<file path="config.mk">
export PLATFORM = sky130hd
export DESIGN_NAME = fsmseq_tx
export DESIGN_NICKNAME = d
export VERILOG_FILES = /design/src/rtl/fsmseq_tx.sv
export SDC_FILE = /design/constraint.sdc
export NUM_CORES = 1
export LEC_CHECK = 0
export CORE_MARGIN = 2
export CORE_UTILIZATION = 50
export CTS_CLUSTER_DIAMETER = 80
export DETAILED_ROUTE_END_ITERATION = 6
export PLACE_DENSITY = 0.74
export SETUP_SLACK_MARGIN = 0.05
export SLEW_MARGIN = 20
export SYNTH_ARGS = -nofsm -noshare
export SYNTH_HDL_FRONTEND = slang
export SYNTH_SLANG_ARGS = --single-unit
export TNS_END_PERCENT = 10
</file>
<file path="constraint.sdc">
create_clock -name clk -period 2.45 [get_ports clk]
set_clock_uncertainty 0.1 [all_clocks]
set_input_delay 0.6125 -clock clk [delete_from_list [all_inputs] [get_ports clk]]
set_output_delay 0.6125 -clock clk [all_outputs]
set_load 0.02 [all_outputs]
</file>
<file path="src/rtl/fsmseq_tx.sv">
// Serial frame transmitter: sends preamble 1101 then the payload MSB first,
// then waits for an acknowledge with timeout and bounded retransmission.
module fsmseq_tx #(
  parameter int unsigned PAYLOAD_W   = 4,
  parameter int unsigned ACK_TIMEOUT = 8,
  parameter int unsigned MAX_RETRY   = 2
) (
  input  logic                 clk,
  input  logic                 reset,
  input  logic                 in_valid,
  output logic                 in_ready,
  input  logic [PAYLOAD_W-1:0] in_data,
  input  logic                 ack,
  output logic                 data_out,
  output logic                 busy,
  output logic                 done,
  output logic                 err
);

  localparam int unsigned CW = (PAYLOAD_W > 4) ? $clog2(PAYLOAD_W) : 2;
  localparam logic [3:0] PREAMBLE = 4'b1101;

  typedef enum logic [1:0] {IDLE, PRE, PAY, WAIT_ACK} state_t;

  state_t                 state_q, state_d;
  logic [CW-1:0]          cnt_q, cnt_d;
  logic [7:0]             wait_q, wait_d;
  logic [2:0]             retry_q, retry_d;
  logic [PAYLOAD_W-1:0]   pay_q, pay_d;
  logic                   dout_q, dout_d;
  logic                   done_q, done_d;
  logic                   err_q, err_d;
  logic [CW-1:0]          pay_idx;

  always_comb begin
    state_d = state_q;
    cnt_d   = cnt_q;
    wait_d  = wait_q;
    retry_d = retry_q;
    pay_d   = pay_q;
    done_d  = 1'b0;
    err_d   = 1'b0;
    unique case (state_q)
      IDLE: begin
        if (in_valid) begin
          state_d = PRE;
          cnt_d   = '0;
          retry_d = '0;
          pay_d   = in_data;
        end
      end
      PRE: begin
        if (cnt_q == CW'(3)) begin
          state_d = PAY;
          cnt_d   = '0;
        end else begin
          cnt_d = cnt_q + 1'b1;
        end
      end
      PAY: begin
        if (cnt_q == CW'(PAYLOAD_W - 1)) begin
          state_d = WAIT_ACK;
          cnt_d   = '0;
          wait_d  = 8'd1;
        end else begin
          cnt_d = cnt_q + 1'b1;
        end
      end
      WAIT_ACK: begin
        // ack takes priority over a timeout on the same edge
        if (ack) begin
          state_d = IDLE;
          done_d  = 1'b1;
        end else if (wait_q == 8'(ACK_TIMEOUT)) begin
          if (retry_q < 3'(MAX_RETRY)) begin
            retry_d = retry_q + 1'b1;
            state_d = PRE;
            cnt_d   = '0;
          end else begin
            state_d = IDLE;
            err_d   = 1'b1;
          end
        end else begin
          wait_d = wait_q + 1'b1;
        end
      end
      default: state_d = IDLE;
    endcase

    // The line is registered, so the bit is chosen from the state being entered.
    pay_idx = CW'(PAYLOAD_W - 1) - cnt_d;
    dout_d  = 1'b0;
    unique case (state_d)
      PRE:     dout_d = PREAMBLE[2'd3 - cnt_d[1:0]];
      PAY:     dout_d = pay_d[pay_idx];
      default: dout_d = 1'b0;
    endcase
  end

  always_ff @(posedge clk) begin
    if (reset) begin
      state_q <= IDLE;
      cnt_q   <= '0;
      wait_q  <= '0;
      retry_q <= '0;
      pay_q   <= '0;
      dout_q  <= 1'b0;
      done_q  <= 1'b0;
      err_q   <= 1'b0;
    end else begin
      state_q <= state_d;
      cnt_q   <= cnt_d;
      wait_q  <= wait_d;
      retry_q <= retry_d;
      pay_q   <= pay_d;
      dout_q  <= dout_d;
      done_q  <= done_d;
      err_q   <= err_d;
    end
  end

  assign in_ready = (state_q == IDLE);
  assign busy     = (state_q != IDLE);
  assign data_out = dout_q;
  assign done     = done_q;
  assign err      = err_q;

endmodule
</file>
# Word-level counts from Yosys, hierarchy flattened
# Cells that the tools add are included.
# op_classes
add_sub_neg	4
order_cmp	2
eq_ne	13
mux	31
n_bitwise	2
reduce_logical	9
# op_table
operator	n
8-bit 2-to-1 mux	3
2-bit 2-to-1 mux	10
8-bit case mux with 2 select lines	1
3-bit 2-to-1 mux	4
2-bit inequality test, second input constant	6
8-bit by 1-bit adder with 8-bit output, second input constant	1
2-bit equality test, second input constant	4
8-bit by 4-bit equality test with 1-bit output, second input constant	1
4-bit 2-to-1 mux	2
2-bit case mux with 4 select lines	1
2-bit case mux with 3 select lines	1
3-bit case mux with 2 select lines	1
2-bit nonzero test	3
1-bit 2-to-1 mux	5
5-bit AND reduction	1
1-bit binary-select mux with 2-bit select	2
2-bit by 1-bit equality test with 1-bit output, second input constant	2
4-bit AND reduction	1
2-bit OR reduction	2
4-bit OR reduction	1
3-bit by 1-bit adder with 3-bit output, second input constant	1
2-bit by 3-bit less-than comparator with 1-bit output, second input constant	1
3-bit by 2-bit less-than comparator with 1-bit output, second input constant	1
2-bit by 1-bit adder with 2-bit output, second input constant	1
other kinds (4)	5
# totals
ff_bits	22
in_bits	8
output_inout_bits	5
wordCells	69

# Longest topological paths before layout
# Gate-level depths: netlist of run 1.
# depth
ltp_word	9
depth_mapped	12
ltp_nobuf	11

# Worst setup path before layout of run 1
# Ideal clock, no wire load.
# synth_timing
path_type	reg2reg
start	reg state_q[0]
end	reg dout_q (netlist: data_out)
setup_ns	0.074
arrival_time_ns	2.168
required_time_ns	2.276
slack_ns	0.107
path_stages_with_launch	11
path_buffers	1
synth_period_minus_slack_ns	2.343
cell_sequence	dfxtp_1 inv_1 ha_1 buf_2 inv_1 a31oi_1 o22ai_1 ha_1 o21ai_0 a311o_1 a31oi_1
# synth_via
word_cells_on_any_way	21
cone_classes	add/sub: 1; eq/ne: 5; mux: 13; reduce/logical: 2
# synth_rtl
element	line_no	source
start, declared	25	state_t state_q, state_d;
start signal, assigned	111	state_q <= state_d;
2-bit zero test *	n/a	
via in_ready	11	output logic in_ready,
2-bit case mux with 3 select lines	43	unique case (state_q)
2-bit subtractor	91, 94	
1-bit binary-select mux with 2-bit select, on equally long branches	95, 94	
1-bit 2-to-1 mux, on equally long branches	95, 94	
1-bit case mux with 2 select lines *	93	unique case (state_d)
end signal, assigned	116	dout_q <= dout_d;
end, declared	30	logic dout_q, dout_d;
# Mark *: on every way through the listed nets, which the timed path passes. The rest lies on a longest branch. The select of a mux whose other input is x is not followed.
# A chain may end at the register's enable or synchronous reset.

# Final worst setup path of run 1
# layout_timing
start	reg wait_q[0]
end	reg dout_q (netlist: data_out)
# layout_via
elab_chain_cells	8
word_cells_on_any_way	15
cone_classes	add/sub: 1; eq/ne: 3; mux: 11
# layout_lines
element	line_no	source
start, declared	27	logic [7:0] wait_q, wait_d;
start signal, assigned	113	wait_q <= wait_d;
8-bit by 4-bit equality test with 1-bit output *	74	end else if (wait_q == 8'(ACK_TIMEOUT)) begin
2-bit 2-to-1 mux	74	
2-bit 2-to-1 mux	71	if (ack) begin
2-bit case mux with 3 select lines	43	
2-bit subtractor	91, 94	
1-bit binary-select mux with 2-bit select, on equally long branches	95, 94	
1-bit 2-to-1 mux, on equally long branches	95, 94	
1-bit case mux with 2 select lines *	93	
# Every way passes the cells marked *; elsewhere a longest branch is shown, timed or not. The select of a mux whose other input is x is not followed.

==> results by group, run 1 <==
Run status
  – Outcome: completed

Global routing
  – Met2 usage: between 30% and 40%
  – Initial antenna violation count: 0
  – Pin count of the biggest net entering global routing: 14
  – Gr usage total: between 20% and 30%
  – GRT met1 Usage: between 20% and 30%
  – Global route hottest layer: met2
  – Vias in the first global route: roughly 1,000
  – First-pass GRT wire length: approximately 4400 µm
  – Grt ovf: 0
  – Met3 usage: around 3.3%

STA
  – Fmax: 0.413 GHz
  – Min cycle time layout: between 2 and 2.5 ns
  – Worst Tran Pin Value: 0.535 ns
  – RSZ-0062 raised after global routing: true
  – Part of the cycle the worst path needs: between 90% and 100%
  – Rel. slew slack: 64.2%
  – Final slew viol count: 0
  – Hold Vio Cnt, Final: 0
  – Setup violators final: 0
  – Setup TNS: 0 ns

Clocking
  – H-tree levels: 1
  – Worst-case clock buffer depth: 2
  – Clk sinks: 22
  – CTS buffer count: 3
  – Clk Latency, worst-skew pair: between 0.3 and 0.4 ns
  – CTS Hold Bufs: 0
  – Clk slew on worst S/H paths: ~0.13 ns
  – CTS tree: done
  – Clock root buffer: clkbuf_4

Placed design
  – HPWL after DPL: 1980 µm
  – PortBufs: 12
  – Final GP Congestion: 0.900
  – Total placed cells including tap cells: 193

Power and ir drop
  – Pwr per Cell Area: approximately 920 mW/mm²
  – Pint: between 0.0009 and 0.001 W
  – Clk network pwr share: 19.3%
  – Combinational share of power: 51.0%
  – Switching fraction of total power: ~39%
  – Power share of the sequential group: a little under 30%
  – Net switching power figure: 0.000576 W
  – Max VDD drop: just over 0.6 mV
  – Pleak: between 0.6 and 0.7 nW

Final layout
  – Final #Nets: 190
  – Diodes inserted: 0
  – Sequential cell area: 445 µm²
  – Layout overhead on the synthesized area: 29.3%
  – Most common cell after layout, fill and taps aside: dfxtp_1
  – Area of the multi-input gates: ~800 µm²
  – Most frequent cells in the layout: dfxtp_1, nor2_1, buf_4
  – Post-Layout Cell Count: around 200
  – Layout cells sized above 1: roughly a quarter
  – Fillers: 197

Die
  – Initial Util: 51.4%
  – CORE AREA: about 0.0024 mm²
  – Die X: ~54 µm
  – Number of cell rows: 18
  – IO Count: 13
  – Die area: between 0.002 and 0.003 mm²
  – Chip height: 54.0 µm

Worst setup path
  – Critical Path Source Type: flop
  – CP startpoint: wait_q[0]$_SDFFE_PP0P_
  – Critical Path RT: around 2.6 ns
  – Worst Path Class, Setup: flop to flop
  – Reg2Reg Depth: 9
  – CP endpoint: data_out$_SDFF_PP0_
  – Data arrival, critical path: 2.57 ns
  – Critical R2R Launch: wait_q[0]$_SDFFE_PP0P_
  – R2r endpoint: data_out$_SDFF_PP0_
  – Reg2Reg Setup Slack: ~0.029 ns
  – Critical Path Fanout Max: 4
  – Worst Setup End Kind: flop

Yosys
  – Register area share after synthesis: 35.2%
  – Cell count after synthesis: between 100 and 150
  – Most used DFF post-synth: dfxtp_1
  – EDFF count, synth: 0
  – Netlist cell types: 37
  – Ys Warns: 0
  – Syn Area/Cell: between 8 and 9 µm²
  – Mapped Area: about 0.0013 mm²
  – Async S/R FF share, synth: 0%
  – Synth Register Bits: 22
  – Syn_nets: 163

Min path
  – HP Class: flop to flop
  – Hold Path Depth: 2

Route
  – DRC viols: 0
  – DRT antenna net count: 0
  – Via density: ~5.7
  – DRT iter0 DRCs: 26
  – Vias: 1,142
  – WL/cell: approximately 14 µm
  – Final wirelength: ~2800 µm
  – Pre-antenna DRT Iters: 4

Flow run
  – Max-cap viol count: 0
## power groups by stage
stage	Clock, W	Sequential [W]	Combinational (W)
CTS	0.000289	0.000438	0.000675
global route	0.000299	0.000451	0.000837
detailed placement	0	0.000446	0.000647
finish	0.000287	0.000444	0.000760
global placement	0	0.000444	0.000633
floorplan	0	0.000442	0.000462
## worst max-delay path, cell delays in order (launching register included)
cell and delay, ns:
dfxtp_2 0.35, inv_2 0.08, ha_4 0.13, nor4b_4 0.31, a21o_2 0.22, a21oi_2 0.07
o31ai_2 0.33, ha_1 0.30, a311o_1 0.29, a31oi_1 0.17
## per-layer routing
layer	wire length, µm	vias to the layer above
li1	-	568
met2	1340	43
met5	0	-
met3	197	6
met1	1230	525
met4	38	0
## stage by stage
step	utilization, %	setup slack, ns	cell area [µm²]	total power (W)	hold WS [ns]
after floorplan	-	0.107	1250	0.000904	0.331
after global placement	60.6	-0.168	1470	0.00108	0.344
after detailed placement	60.6	-0.217	1470	0.00109	0.352
after CTS	63.2	0.0187	1540	0.00140	0.371
after global routing	66.5	-0.0411	1620	0.00159	0.391
final	66.5	0.0294	1620	0.00149	0.371
## kinds of logic after synthesis
kind of cell	Yosys count	share of synthesized area [%]
buffers and inverters	18	5.60
xor gates and xnor gates	6	4.20
muxes	4	3.30
DFF	22	35.2
AOI/OAI and AO/OA	33	18.9
and+or+nand+nor	52	22.8
adders and majority gates	10	10.0
## timing repair
action | 4_1_cts | 5_1_grt
setup buffers | 0 | 4
endpoints found under the setup margin | 2 | 2
gates resized for setup | 3 | 16
pin swaps | 1 | 8
## Yosys cell counts, types with 4 or more instances
| master | count | area share [%] |
|---|---|---|
| a211oi_1 | 4 | 2.4 |
| a21oi_1 | 5 | 2.0 |
| clkbuf_1 | 4 | 1.2 |
| dfxtp_1 | 22 | 35 |
| ha_1 | 10 | 10 |
| inv_1 | 12 | 3.6 |
| nand2_1 | 8 | 2.4 |
| nand2b_1 | 4 | 2.0 |
| nand3_1 | 6 | 2.4 |
| nor2_1 | 16 | 4.8 |
| nor2b_1 | 6 | 3.0 |
| xnor2_1 | 6 | 4.2 |
## worst min path at each step
stage / startpoint / end
4_1_cts: pay_q[0]$_SDFF_PP0_ / pay_q[0]$_SDFF_PP0_
2_1_floorplan: pay_q[2]$_SDFF_PP0_ / pay_q[2]$_SDFF_PP0_
3_5_place_dp: pay_q[0]$_SDFF_PP0_ / pay_q[0]$_SDFF_PP0_
6_report: pay_q[2]$_SDFF_PP0_ / pay_q[2]$_SDFF_PP0_
5_1_grt: pay_q[2]$_SDFF_PP0_ / pay_q[2]$_SDFF_PP0_
3_3_place_gp: pay_q[2]$_SDFF_PP0_ / pay_q[2]$_SDFF_PP0_
## cell type report
cell class	count	share of cell area, %
clock inverter	1	1.86
multi-input combinational	105	49.2
clock buffer	3	1.39
sequential	22	27.5
inverter	12	2.78
timing repair buffer	28	14.9
tap	30	2.32
## state kept, by name, summed over array words and instances, names as in the netlist
| name | cells |
|---|---|
| wait_q | 8 |
| err | 1 |
| data_out | 1 |
| cnt_q | 2 |
| state_q | 2 |
| pay_q | 4 |
| retry_q | 3 |
| done | 1 |
Power figures use the tool's default switching activity.
==> run 2: changes to the inputs <==
--- a/config.mk
+++ b/config.mk
@@ -17,2 +17,2 @@
 export SYNTH_SLANG_ARGS = --single-unit
-export TNS_END_PERCENT = 10
+export TNS_END_PERCENT = 30
--- a/constraint.sdc
+++ b/constraint.sdc
@@ -4,2 +4,2 @@
 set_output_delay 0.6125 -clock clk [all_outputs]
-set_load 0.02 [all_outputs]
+set_load 0.05 [all_outputs]
==> run 2 against run 1 <==
  * Fmax increased by 4.5%
  * Sequential cell count is the same
  * Wire length down 4.6%
  * Combinational power is 5.5% higher
  * Design area fell by 3.4%
  * Register-to-register slack gained 0.13 ns
  * Critical path depth up 1
  * Clock power shrank 44%
  * Non-clock buffer count down 5
  * First-iteration DRC count down 23%
  * Die area unchanged
==> results by group, run 2 (synthesis results as in run 1) <==
Clocking
  – CTS buffer count: 3 (unchanged)
  – CTS tree: done (unchanged)
  – Clk slew on worst S/H paths: 0.11 ns (was 0.13 ns)
  – Clk sinks: 22 (unchanged)
  – Clock root buffer: clkbuf_4 (unchanged)
  – Clk Latency, worst-skew pair: 0.30 ns (was 0.32 ns)
  – H-tree levels: 1 (unchanged)
  – Worst-case clock buffer depth: 2 (unchanged)

Worst setup path
  – Critical Path Source Type: input port (was flop)
  – CP startpoint: ack (was wait_q[0]$_SDFFE_PP0P_)
  – CP endpoint: data_out$_SDFF_PP0_ (unchanged)
  – R2r endpoint: data_out$_SDFF_PP0_ (unchanged)
  – CP max stage cell: clkdlybuf4s50_1 (was dfxtp_2)
  – Reg2Reg Depth: 10 (was 9)
  – Critical R2R Launch: state_q[1]$_SDFF_PP0_ (was wait_q[0]$_SDFFE_PP0P_)
  – Critical Path Fanout Max: 3 (was 4)
  – Worst Path Class, Setup: input port to flop (was flop to flop)
  – Reg2Reg Setup Slack: 0.16 ns (was 0.03 ns)
  – Buf+Inv Stages, Crit Path: 2 (was 1)
  – Cell count along the critical path: 10 (was 9)
  – Critical Path RT: 2.59 ns (was 2.60 ns)
  – Slowest stage delay, CP: 0.43 ns (was 0.35 ns)
  – Data arrival, critical path: 2.46 ns (was 2.57 ns)
  – Critical path, cell by cell: clkdlybuf4s50_1 -> nand2b_4 -> a21o_2 -> a21oi_4 -> o31ai_4 -> inv_1 -> ha_2 -> o21ai_0 -> a311o_1 -> a31oi_1 (was inv_2 -> ha_4 -> nor4b_4 -> a21o_2 -> a21oi_2 -> o31ai_2 -> ha_1 -> a311o_1 -> a31oi_1)
  – CP top delay family: compound AO/OA/AOI/OAI gates (unchanged)
  – Worst Setup End Kind: flop (unchanged)

Min path
  – Hold Path Origin: pay_q[0]$_SDFF_PP0_ (was pay_q[2]$_SDFF_PP0_)
  – HP Class: flop to flop (unchanged)

STA
  – Min cycle time layout: 2.32 ns (was 2.42 ns)
  – Worst Tran Pin Value: 0.586 ns (was 0.535 ns)
  – Part of the cycle the worst path needs: 94.6% (was 98.8%)
  – RSZ-0062 raised after global routing: true (unchanged)
  – Hold Vio Cnt, Final: 0 (unchanged)
  – Final slew viol count: 0 (unchanged)
  – Setup violators final: 0 (unchanged)
  – Hold Slack: 0.371 ns (about the same)
  – Fmax: 0.432 GHz (was 0.413 GHz)
  – Rel. slew slack: 60.9% (was 64.2%)

Power and ir drop
  – Combinational share of power: 56.8% (was 51.0%)
  – Power share of the sequential group: 31.8% (was 29.8%)
  – Pwr per Cell Area: 904 mW/mm² (was 922 mW/mm²)
  – Pint: 0.000790 W (was 0.000916 W)
  – Max VDD drop: 0.766 mV (was 0.608 mV)
  – Pleak: 0.616 nW (was 0.666 nW)
  – Net switching power figure: 0.000622 W (was 0.000576 W)
  – Clk network pwr share: 11.4% (was 19.3%)
  – Switching fraction of total power: 44.0% (was 38.6%)

Global routing
  – Grt ovf: 0 (unchanged)
  – Initial antenna violation count: 0 (unchanged)
  – Vias in the first global route: 1,050 (was 1,000)
  – First-pass GRT wire length: 4200 µm (was 4410 µm)
  – Pin count of the biggest net entering global routing: 12 (was 14)
  – Gr usage total: 19.8% (was 20.8%)

Route
  – DRC viols: 0 (unchanged)
  – Via density: 5.73 (was 5.68)
  – DRT antenna net count: 0 (unchanged)
  – Final wirelength: 2680 µm (was 2810 µm)
  – WL/cell: 13.7 µm (was 14.0 µm)
  – Pre-antenna DRT Iters: 4 (unchanged)
  – Vias: 1,117 (was 1,142)
  – DRT iter0 DRCs: 20 (was 26)

Final layout
  – Finished Core Util: 64.2% (was 66.5%)
  – Top flop regs: wait_q x8, pay_q x4, retry_q x3 (unchanged)
  – Diodes inserted: 0 (unchanged)
  – Layout cells sized above 1: 22.4% (was 24.6%)
  – Reg with most FFs: wait_q (unchanged)
  – Layout overhead on the synthesized area: 24.9% (was 29.3%)
  – Max FFs per register: 8 (unchanged)
  – Most common cell after layout, fill and taps aside: dfxtp_1 (unchanged)
  – Most frequent cells in the layout: dfxtp_1, nor2_1, buf_4 (unchanged)
  – Fillers: 216 (was 197)
  – Final #Nets: 185 (was 190)

Placed design
  – HPWL after DPL: 1940 µm (was 1980 µm)
  – PortBufs: 12 (unchanged)
  – Final GP Congestion: 0.774 (was 0.900)

Die
  – IO Count: 13 (unchanged)
  – CORE AREA: 0.00243 mm² (unchanged)
  – Number of cell rows: 18 (unchanged)
  – Initial Util: 51.4% (unchanged)
  – Die X: 54.0 µm (unchanged)
  – Chip height: 54.0 µm (unchanged)
  – Die area: 0.00292 mm² (unchanged)

Run status
  – Outcome: completed (unchanged)

Flow run
  – Max-cap viol count: 0 (unchanged)
==> run 2: cell types whose count changed in the layout (fill, tap and decap cells not counted), moves of 2 or more <==
cell / previous run / this run
dfxtp_1: 18 / 20
buf_4: 16 / 13
ha_1: 6 / 8
ha_2: 3 / 1
inv_1: 10 / 8
dfxtp_2: 4 / 2
==> run 2: worst min-delay path by stage <==
stage,slack (ns),cells past startpoint,endpoint
global placement,0.34,2,pay_q[2]$_SDFF_PP0_
floorplan,0.33,2,pay_q[2]$_SDFF_PP0_
detailed placement,0.36,2,pay_q[0]$_SDFF_PP0_
finish,0.37,2,pay_q[0]$_SDFF_PP0_
global route,0.39,2,pay_q[0]$_SDFF_PP0_
CTS,0.37,2,pay_q[0]$_SDFF_PP0_
==> run 2: final cells by class <==
cell class	count	area, µm²	area share, %
Clock buffer	3	22.5	1.44
Sequential cell	22	443	28.3
Tap cell	30	37.5	2.40
Timing Repair Buffer	23	198	12.7
Inverter	12	48.8	3.12
Multi-Input combinational cell	105	813	52.0
==> run 2: tightest hold or removal path, delay by kind of cell (launching register included) <==
family,cells,cell delay (ns)
flip-flops,1,0.33
AND/OR/NAND/NOR,1,0.05
AO/OA/AOI/OAI,1,0.05
==> run 2: timing repair <==
action	in CTS	in global routing
resized for setup	0	15
setup endpoints to repair	0	2
hold buffers	0	0
setup buffers	0	1
==> run 2: power groups by stage <==
stage / combinational, W / sequential (W) / clock, W
after floorplan: 0.000574 / 0.000452 / 0
after global placement: 0.000698 / 0.000447 / 0
after detailed placement: 0.000719 / 0.000449 / 0
after CTS: 0.000724 / 0.000441 / 0.000169
after global routing: 0.000881 / 0.000454 / 0.000175
final: 0.000802 / 0.000449 / 0.000161
==> run 2: metrics by stage <==
stage | instance area (µm²) | TNS, ns | cells | total power (W) | setup slack, ns
after global placement | 1470 | -0.353 | 191 | 0.00115 | -0.145
after CTS | 1490 | 0 | 194 | 0.00133 | 0.0645
final | 1560 | 0 | 195 | 0.00141 | 0.133
after detailed placement | 1470 | -0.641 | 191 | 0.00117 | -0.210
after global routing | 1560 | 0 | 195 | 0.00151 | 0.0147
after floorplan | 1270 | 0 | 145 | 0.00103 | 0.0564
==> run 2: metal layers <==
layer	share of wire (%)	track usage, %	vias up
met5	0	0	-
met4	0.37	3.75	0
met3	3.3	5.83	2
met2	53	38.0	13
met1	43	21.4	544
li1	-	-	558
